`src/rtl/hazard_ctrl_pkg.sv`:
```
// -----------------------------------------------------------------------------
// hazard_pkg
// Shared types and helpers for the pipeline hazard controller.
//   hz_state_e : debug/FSM state encoding (RUN, FLUSH, STALL-as-reported)
//   sb_entry_t : one scoreboard slot describing an in-flight instruction
//   XZR        : zero register, never a true dependency
//   src_hit    : true when an enabled source register names a given rd
// -----------------------------------------------------------------------------
package hazard_pkg;

   localparam logic [4:0] XZR = 5'd31;

   typedef enum logic [1:0] {
      HZ_RUN   = 2'd0,
      HZ_FLUSH = 2'd1,
      HZ_STALL = 2'd2
   } hz_state_e;

   typedef struct packed {
      logic       valid;
      logic [4:0] rd;
      logic       regwrite;
      logic       load;
      logic       setflags;
   } sb_entry_t;

   localparam sb_entry_t SB_EMPTY = '{valid: 1'b0, rd: 5'd0, regwrite: 1'b0,
                                      load: 1'b0, setflags: 1'b0};

   // XZR reads as zero, so it never creates a dependency even if both match.
   function automatic logic src_hit(input logic use_src, input logic [4:0] src,
                                    input logic [4:0] rd);
      return use_src && (src != XZR) && (src == rd);
   endfunction

endpackage

```
`src/rtl/hazard_ctrl_if.sv`:
```
// -----------------------------------------------------------------------------
// hazard_ctrl_if
// Bundles the ID-stage decode information, the EX branch resolution and the
// pipeline-register controls / counters of the hazard controller.
//   master : pipeline side (drives decode info, consumes controls)
//   slave  : hazard controller side
// -----------------------------------------------------------------------------
interface hazard_ctrl_if #(parameter int CNT_W = 16);

   logic             valid_id;
   logic [4:0]       Rn_id;
   logic [4:0]       Rm_id;
   logic [4:0]       Rd_id;
   logic             Reg2Loc_id;
   logic             use_rn_id;
   logic             use_r2_id;
   logic             RegWrite_id;
   logic             MemtoReg_id;
   logic             update_id;
   logic             cond_id;
   logic             branch_taken_ex;

   logic             pc_write_en;
   logic             if_id_write_en;
   logic             if_id_flush;
   logic             id_ex_bubble;
   logic [1:0]       hz_state;
   logic [CNT_W-1:0] stall_count;
   logic [CNT_W-1:0] flush_count;

   modport master (
      output valid_id, Rn_id, Rm_id, Rd_id, Reg2Loc_id, use_rn_id, use_r2_id,
             RegWrite_id, MemtoReg_id, update_id, cond_id, branch_taken_ex,
      input  pc_write_en, if_id_write_en, if_id_flush, id_ex_bubble, hz_state,
             stall_count, flush_count
   );

   modport slave (
      input  valid_id, Rn_id, Rm_id, Rd_id, Reg2Loc_id, use_rn_id, use_r2_id,
             RegWrite_id, MemtoReg_id, update_id, cond_id, branch_taken_ex,
      output pc_write_en, if_id_write_en, if_id_flush, id_ex_bubble, hz_state,
             stall_count, flush_count
   );

endinterface

```
`src/rtl/hazard_ctrl_sat_counter.sv`:
```
// -----------------------------------------------------------------------------
// sat_counter
// Saturating up-counter used for performance statistics.
//   clk   : clock
//   clr   : synchronous clear (dominates inc)
//   inc   : add one this cycle unless already at all-ones
//   count : current value
// -----------------------------------------------------------------------------
module sat_counter #(
   parameter int CNT_W = 16
) (
   input  logic             clk,
   input  logic             clr,
   input  logic             inc,
   output logic [CNT_W-1:0] count
);

   // Count register: clear, saturating increment, or hold.
   always_ff @(posedge clk) begin
      if (clr) begin
         count <= '0;
      end else if (inc && (count != {CNT_W{1'b1}})) begin
         count <= count + CNT_W'(1);
      end else begin
         count <= count;
      end
   end

endmodule

```
`src/rtl/hazard_ctrl.sv`:
```
// -----------------------------------------------------------------------------
// hazard_ctrl
// Hold/flush control for the IF/ID and ID/EX pipeline registers.
// A 3-entry scoreboard (EX, MEM, WB) records in-flight destinations; the ID
// instruction is stalled on load-use / flag-use (or any EX/MEM RAW when there
// is no forwarding). A taken branch in EX flushes IF/ID for BR_PENALTY cycles.
//   clk, reset : clock, synchronous active-high reset
//   bus        : hazard_ctrl_if.slave (decode inputs, controls, counters)
// Parameters: FWD_EN (forwarding present), BR_PENALTY (1..3), CNT_W.
// -----------------------------------------------------------------------------
module hazard_ctrl
   import hazard_pkg::*;
#(
   parameter int FWD_EN     = 1,
   parameter int BR_PENALTY = 1,
   parameter int CNT_W      = 16
) (
   input  logic         clk,
   input  logic         reset,
   hazard_ctrl_if.slave bus
);

   // Flush cycles still owed after the taken-branch cycle itself.
   localparam logic [1:0] FLUSH_RELOAD = 2'(BR_PENALTY - 1);
   localparam int SB_EX  = 0;
   localparam int SB_MEM = 1;
   localparam int SB_WB  = 2;

   hz_state_e        state;
   hz_state_e        next_state;
   logic [1:0]       flush_left;
   logic [1:0]       next_left;
   sb_entry_t        sb [3];
   sb_entry_t        id_entry;
   logic [4:0]       src2;
   logic             hit_ex;
   logic             hit_mem;
   logic             flag_use;
   logic             raw_stall;
   logic             flush_active;
   logic             stall;
   logic             advance;
   logic [CNT_W-1:0] stall_cnt;
   logic [CNT_W-1:0] flush_cnt;

   // Hazard detection from the registered scoreboard and current ID decode.
   always_comb begin
      src2     = bus.Reg2Loc_id ? bus.Rd_id : bus.Rm_id;
      id_entry = '{valid: bus.valid_id, rd: bus.Rd_id, regwrite: bus.RegWrite_id,
                   load: bus.MemtoReg_id, setflags: bus.update_id};
      hit_ex   = sb[SB_EX].valid && sb[SB_EX].regwrite &&
                 (src_hit(bus.use_rn_id, bus.Rn_id, sb[SB_EX].rd) ||
                  src_hit(bus.use_r2_id, src2, sb[SB_EX].rd));
      hit_mem  = sb[SB_MEM].valid && sb[SB_MEM].regwrite &&
                 (src_hit(bus.use_rn_id, bus.Rn_id, sb[SB_MEM].rd) ||
                  src_hit(bus.use_r2_id, src2, sb[SB_MEM].rd));
      // Flags are not forwarded, so a flag setter in EX always blocks B.cond.
      flag_use = bus.cond_id && sb[SB_EX].valid && sb[SB_EX].setflags;
      if (FWD_EN != 0) begin
         raw_stall = bus.valid_id && ((hit_ex && sb[SB_EX].load) || flag_use);
      end else begin
         // WB is not checked: the register file writes before it is read.
         raw_stall = bus.valid_id && (hit_ex || hit_mem || flag_use);
      end
      flush_active = bus.branch_taken_ex || (state == HZ_FLUSH);
      // The ID instruction is wrong-path during a flush, so flush wins.
      stall        = raw_stall && !flush_active && !reset;
      advance      = !stall && !flush_active;
   end

   // Flush FSM next-state: RUN <-> FLUSH with a reloadable down-counter.
   always_comb begin
      next_state = state;
      next_left  = flush_left;
      case (state)
         HZ_RUN: begin
            if (bus.branch_taken_ex && (FLUSH_RELOAD != 2'd0)) begin
               next_state = HZ_FLUSH;
               next_left  = FLUSH_RELOAD;
            end else begin
               next_state = HZ_RUN;
               next_left  = 2'd0;
            end
         end
         HZ_FLUSH: begin
            if (bus.branch_taken_ex) begin
               // A new taken branch restarts the penalty window.
               next_state = (FLUSH_RELOAD != 2'd0) ? HZ_FLUSH : HZ_RUN;
               next_left  = FLUSH_RELOAD;
            end else if (flush_left <= 2'd1) begin
               next_state = HZ_RUN;
               next_left  = 2'd0;
            end else begin
               next_state = HZ_FLUSH;
               next_left  = flush_left - 2'd1;
            end
         end
         default: begin
            next_state = HZ_RUN;
            next_left  = 2'd0;
         end
      endcase
   end

   // Pipeline-register controls and debug state.
   always_comb begin
      bus.pc_write_en    = 1'b1;
      bus.if_id_write_en = 1'b1;
      bus.if_id_flush    = 1'b0;
      bus.id_ex_bubble   = 1'b0;
      bus.hz_state       = HZ_RUN;
      if (reset) begin
         bus.if_id_flush  = 1'b1;
         bus.id_ex_bubble = 1'b1;
      end else if (flush_active) begin
         bus.if_id_flush  = 1'b1;
         bus.id_ex_bubble = 1'b1;
         bus.hz_state     = state;
      end else if (stall) begin
         bus.pc_write_en    = 1'b0;
         bus.if_id_write_en = 1'b0;
         bus.id_ex_bubble   = 1'b1;
         bus.hz_state       = HZ_STALL;
      end else begin
         bus.hz_state = HZ_RUN;
      end
   end

   // FSM and scoreboard registers; EX gets a bubble whenever ID does not advance.
   always_ff @(posedge clk) begin
      if (reset) begin
         state      <= HZ_RUN;
         flush_left <= 2'd0;
         sb[SB_EX]  <= SB_EMPTY;
         sb[SB_MEM] <= SB_EMPTY;
         sb[SB_WB]  <= SB_EMPTY;
      end else begin
         state      <= next_state;
         flush_left <= next_left;
         sb[SB_EX]  <= advance ? id_entry : SB_EMPTY;
         sb[SB_MEM] <= sb[SB_EX];
         sb[SB_WB]  <= sb[SB_MEM];
      end
   end

   sat_counter #(.CNT_W(CNT_W)) u_stall_cnt (
      .clk   (clk),
      .clr   (reset),
      .inc   (stall),
      .count (stall_cnt)
   );

   sat_counter #(.CNT_W(CNT_W)) u_flush_cnt (
      .clk   (clk),
      .clr   (reset),
      .inc   (bus.branch_taken_ex),
      .count (flush_cnt)
   );

   // Counter values onto the bus.
   always_comb begin
      bus.stall_count = stall_cnt;
      bus.flush_count = flush_cnt;
   end

endmodule
```
`src/flat_wrapper.sv`:
```
// flat-port wrapper written by rule: the top's interface ports become plain ports
module hazard_ctrl_flat import hazard_pkg::*;
#(
   parameter int FWD_EN     = 1,
   parameter int BR_PENALTY = 1,
   parameter int CNT_W      = 16
)
  (clk, reset, bus_valid_id, bus_Rn_id, bus_Rm_id, bus_Rd_id, bus_Reg2Loc_id, bus_use_rn_id, bus_use_r2_id, bus_RegWrite_id, bus_MemtoReg_id, bus_update_id, bus_cond_id, bus_branch_taken_ex, bus_pc_write_en, bus_if_id_write_en, bus_if_id_flush, bus_id_ex_bubble, bus_hz_state, bus_stall_count, bus_flush_count);
  hazard_ctrl_if #(.CNT_W(CNT_W)) bus_i ();
  input  logic clk;
  input  logic reset;
  input wire logic [$bits(bus_i.valid_id)-1:0] bus_valid_id;
  input wire logic [$bits(bus_i.Rn_id)-1:0] bus_Rn_id;
  input wire logic [$bits(bus_i.Rm_id)-1:0] bus_Rm_id;
  input wire logic [$bits(bus_i.Rd_id)-1:0] bus_Rd_id;
  input wire logic [$bits(bus_i.Reg2Loc_id)-1:0] bus_Reg2Loc_id;
  input wire logic [$bits(bus_i.use_rn_id)-1:0] bus_use_rn_id;
  input wire logic [$bits(bus_i.use_r2_id)-1:0] bus_use_r2_id;
  input wire logic [$bits(bus_i.RegWrite_id)-1:0] bus_RegWrite_id;
  input wire logic [$bits(bus_i.MemtoReg_id)-1:0] bus_MemtoReg_id;
  input wire logic [$bits(bus_i.update_id)-1:0] bus_update_id;
  input wire logic [$bits(bus_i.cond_id)-1:0] bus_cond_id;
  input wire logic [$bits(bus_i.branch_taken_ex)-1:0] bus_branch_taken_ex;
  output wire logic [$bits(bus_i.pc_write_en)-1:0] bus_pc_write_en;
  output wire logic [$bits(bus_i.if_id_write_en)-1:0] bus_if_id_write_en;
  output wire logic [$bits(bus_i.if_id_flush)-1:0] bus_if_id_flush;
  output wire logic [$bits(bus_i.id_ex_bubble)-1:0] bus_id_ex_bubble;
  output wire logic [$bits(bus_i.hz_state)-1:0] bus_hz_state;
  output wire logic [$bits(bus_i.stall_count)-1:0] bus_stall_count;
  output wire logic [$bits(bus_i.flush_count)-1:0] bus_flush_count;
  assign bus_i.valid_id = bus_valid_id;
  assign bus_i.Rn_id = bus_Rn_id;
  assign bus_i.Rm_id = bus_Rm_id;
  assign bus_i.Rd_id = bus_Rd_id;
  assign bus_i.Reg2Loc_id = bus_Reg2Loc_id;
  assign bus_i.use_rn_id = bus_use_rn_id;
  assign bus_i.use_r2_id = bus_use_r2_id;
  assign bus_i.RegWrite_id = bus_RegWrite_id;
  assign bus_i.MemtoReg_id = bus_MemtoReg_id;
  assign bus_i.update_id = bus_update_id;
  assign bus_i.cond_id = bus_cond_id;
  assign bus_i.branch_taken_ex = bus_branch_taken_ex;
  assign bus_pc_write_en = bus_i.pc_write_en;
  assign bus_if_id_write_en = bus_i.if_id_write_en;
  assign bus_if_id_flush = bus_i.if_id_flush;
  assign bus_id_ex_bubble = bus_i.id_ex_bubble;
  assign bus_hz_state = bus_i.hz_state;
  assign bus_stall_count = bus_i.stall_count;
  assign bus_flush_count = bus_i.flush_count;
  hazard_ctrl #(.FWD_EN(FWD_EN), .BR_PENALTY(BR_PENALTY), .CNT_W(CNT_W)) u_core (.clk(clk), .reset(reset), .bus(bus_i));
endmodule
```
`config.mk`:
```
export PLATFORM = sky130hd
export DESIGN_NAME = hazard_ctrl_flat
export DESIGN_NICKNAME = d
export VERILOG_FILES = /design/src/rtl/hazard_ctrl_pkg.sv /design/src/rtl/hazard_ctrl_if.sv /design/src/rtl/hazard_ctrl_sat_counter.sv /design/src/rtl/hazard_ctrl.sv /design/src/flat_wrapper.sv
export SDC_FILE = /design/constraint.sdc
export NUM_CORES = 1
export LEC_CHECK = 0
export ABC_AREA = 1
export BUFFER_PORTS_ARGS = -buffer_cell sky130_fd_sc_hd__buf_4
export CORE_ASPECT_RATIO = 0.7
export CORE_MARGIN = 2
export CORE_UTILIZATION = 36
export CTS_BUF_LIST = sky130_fd_sc_hd__clkbuf_8
export CTS_CLUSTER_SIZE = 24
export DETAILED_ROUTE_END_ITERATION = 16
export HOLD_SLACK_MARGIN = 0.1
export SLEW_MARGIN = 20
export SYNTH_ARGS = -nofsm -noshare
export SYNTH_HDL_FRONTEND = slang
export SYNTH_SLANG_ARGS = --single-unit
```
`constraint.sdc`:
```
create_clock -name clk -period 2 [get_ports clk]
set_input_delay 0.1 -clock clk [delete_from_list [all_inputs] [get_ports clk]]
set_output_delay 0.1 -clock clk [all_outputs]
set_load 0.01 [all_outputs]
```
==> results by group <==
Global routing
  • Largest net degree at the start of global routing: 20
  • First-pass GRT wire length: 10.75 mm
  • Vias in the first global route: 2,381
  • Total track usage: 18.00%
  • Initial antenna violation count: 0
  • Grt ovf: 0

Detailed routing
  • Wire per inst: 11.70 µm
  • Vias: 2,609
  • DRT antenna net count: 0
  • Final WL: 6.411 mm
  • Detail-routed via count per cell: 4.761
  • 1st-iter DRT viols: 128
  • Drt drc: 0
  • Router iterations before antenna repair: 5

Logic synthesis
  • Synth cell types: 30
  • Synth Flop Type: dfxtp_1
  • Avg Inst Size Synth: 6.674 µm²
  • Register bit count reported by yosys: 44
  • Mapped Nets: 394
  • Asr flop ratio synth: 0%
  • Number of synthesized flops with an enable pin: 0
  • Post-Synthesis Cells: 365
  • Sequential area share after synthesis: 36.16%
  • Yosys warns: 0
  • Synth Cell Area: 0.002436 mm²

STA
  • Crit path time final: 1.869 ns
  • Final Hold Viols: 0
  • Final count of negative-setup-slack endpoints: 0
  • Final hold slack: 0.1483 ns
  • Final setup margin: 0.1311 ns
  • Setup_tns: 0 ns
  • Max Freq: 535.1 MHz
  • Slew headroom: 71.75%
  • Slew of the pin with the lowest slew margin: 0.4204 ns
  • Max-slew violations: 0
  • Unrepaired setup endpoints after global routing: false
  • Clk_skew: 0.01179 ns
  • Fin crit share: 93.45%

Placed design
  • Post-DP HPWL: 4.700 mm
  • Placed cell count: 523
  • Routability cong.: 0.8139
  • PortBufs: 63
  • Pre-CTS setup slack: 0.07072 ns

Run
  • Max-cap violations: 0

Finish
  • Proportion of layout cells with a drive suffix above 1: 24.01%
  • Fill cells: 660
  • # nets final: 482
  • Final core utilization: 50.20%
  • Ant diodes: 0
  • Multi-input combinational cell area: 0.001335 mm²
  • Sequential Area: 883.3 µm²
  • Non-Filler Instances: 548
  • Layout overhead on the synthesized area: 37.29%

Clock tree
  • Num CTS Buffers: 5
  • CTS tree: yes
  • CTS H-Tree Depth: 2
  • Reg clk slew, reported paths: 0.09 ns
  • CTS max path bufs: 2
  • Total clock sinks: 44
  • Worst skew pair latency: 0.29 ns
  • Clock Tree Root: clkbuf_8

Floorplanning
  • IO Count: 64
  • Placeable Area: 0.006663 mm²
  • Die Span X: 102.3 µm
  • Full die area: 0.007451 mm²
  • Die H: 72.83 µm
  • Floorplan row count: 25
  • Starting density of the core: 36.56%

Critical path
  • CP Launch Type: flop
  • Setup crit end kind: flop
  • Worst Path Max Fanout: 8
  • Worst Setup Path Type: flop to flop
  • Critical Path AT: 2.04 ns
  • Data required, critical path: 2.17 ns

Power and ir drop
  • Lkg Pwr: 1.485 nW
  • Peak VDD IR: 0.2540 mV
  • PD cells: 521.2 mW/mm²

Worst hold path
  • Hold Crit Class: primary input to flop

Run status
  • Status: complete, no violations
==> cell usage in the layout, fill, tap and decap left out, types with 3 or more instances in the layout <==
cell type,instances
nand2_1,82
buf_4,77
inv_1,52
nor2_1,48
dfxtp_1,42
a21oi_1,25
nand3_1,22
nand4_1,18
o21ai_0,13
nor3_1,12
xor2_1,10
dlygate4sd3_1,10
nand2_2,7
clkbuf_8,5
xnor2_1,4
inv_2,3
==> final timing paths <==
path,end,start,depth (start not counted),slack [ns]
setup / recovery,u_core.u_stall_cnt.count[3],u_core.u_stall_cnt.count[1],9,0.13
hold / removal,u_core.u_stall_cnt.count[15],reset,2,0.15
setup reg to reg,u_core.u_stall_cnt.count[3],u_core.u_stall_cnt.count[1],9,0.13
hold reg to reg,u_core.flush_left[0],u_core.flush_left[0],1,0.43
==> where the power goes <==
group	switching, mW	total (mW)	internal [mW]	leakage (nW)
sequential	0.00744	0.894	0.887	0.357
clock	0.307	0.674	0.366	0.0593
combinational	0.0888	0.176	0.0867	1.07
==> state kept, by name (all words and copies together) (netlist names) <==
name                      count
u_core.u_stall_cnt.count     16
u_core.sb                     9
u_core.flush_left             2
u_core.state                  1
u_core.u_flush_cnt.count     16
==> layer usage <==
layer	global-route usage, %	up-vias	wire [µm]
met2	28.65	88	2786
met5	0	-	0
met3	4.215	7	478
li1	-	1344	-
met1	25.38	1170	3098
met4	2.963	0	46
==> synthesized netlist by cell type (4+ instances only) <==
cell type	n	area, µm²
nand2_1	83	311.6
nor2_1	48	180.2
a21oi_1	25	125.1
dfxtp_1	44	880.8
xnor2_1	4	35.03
nand2_2	7	43.79
o21ai_0	13	65.06
nand4_1	18	112.6
nand3_1	22	110.1
inv_1	51	191.4
nor3_1	12	60.06
xor2_1	10	87.58
==> layout make-up <==
class	instances	area share, %
well taps	94	3.517
clock inverters	3	1.160
multi-input cells	260	39.92
inverters	54	6.061
repair buffers	88	20.88
flip-flops and latches	44	26.41
clock buffers	5	2.058
==> what timing repair did <==
item | 4_1_cts | 5_1_grt
endpoints found under the hold margin | 12 | 0
gates resized for setup | 1 | 6
gates cloned | 0 | 1
endpoints found under the setup margin | 1 | 24
pin swaps | 0 | 1
hold buffers | 10 | 0
buffers inserted | 0 | 6
==> kinds of logic (layout without fill, tap and decap cells) <==
group,Yosys count,after routing,share of synthesized area [%]
compound gates,41,41,8.886
buf+inv,62,150,10.43
xor+xnor,14,14,5.033
fa+ha+maj,3,3,1.541
flops,44,44,36.16
simple gates,201,202,37.96
==> critical path: stages (launching register included) <==
cell and delay [ns]:
dfxtp_1 0.41, ha_1 0.22, nand2_1 0.13, nor2_4 0.18, nand2_2 0.08, nor2_1 0.16, nand2_2 0.18, buf_4 0.23
nand4_1 0.10, a21oi_1 0.08
==> through the flow <==
step	instance area [µm²]	power (mW)
after floorplan	2436	0.9947
after global placement	3043	1.068
after detailed placement	3043	1.068
after CTS	3259	1.760
after global routing	3344	1.826
final	3344	1.743
No activity file was read; power rests on OpenSTA's default activity.
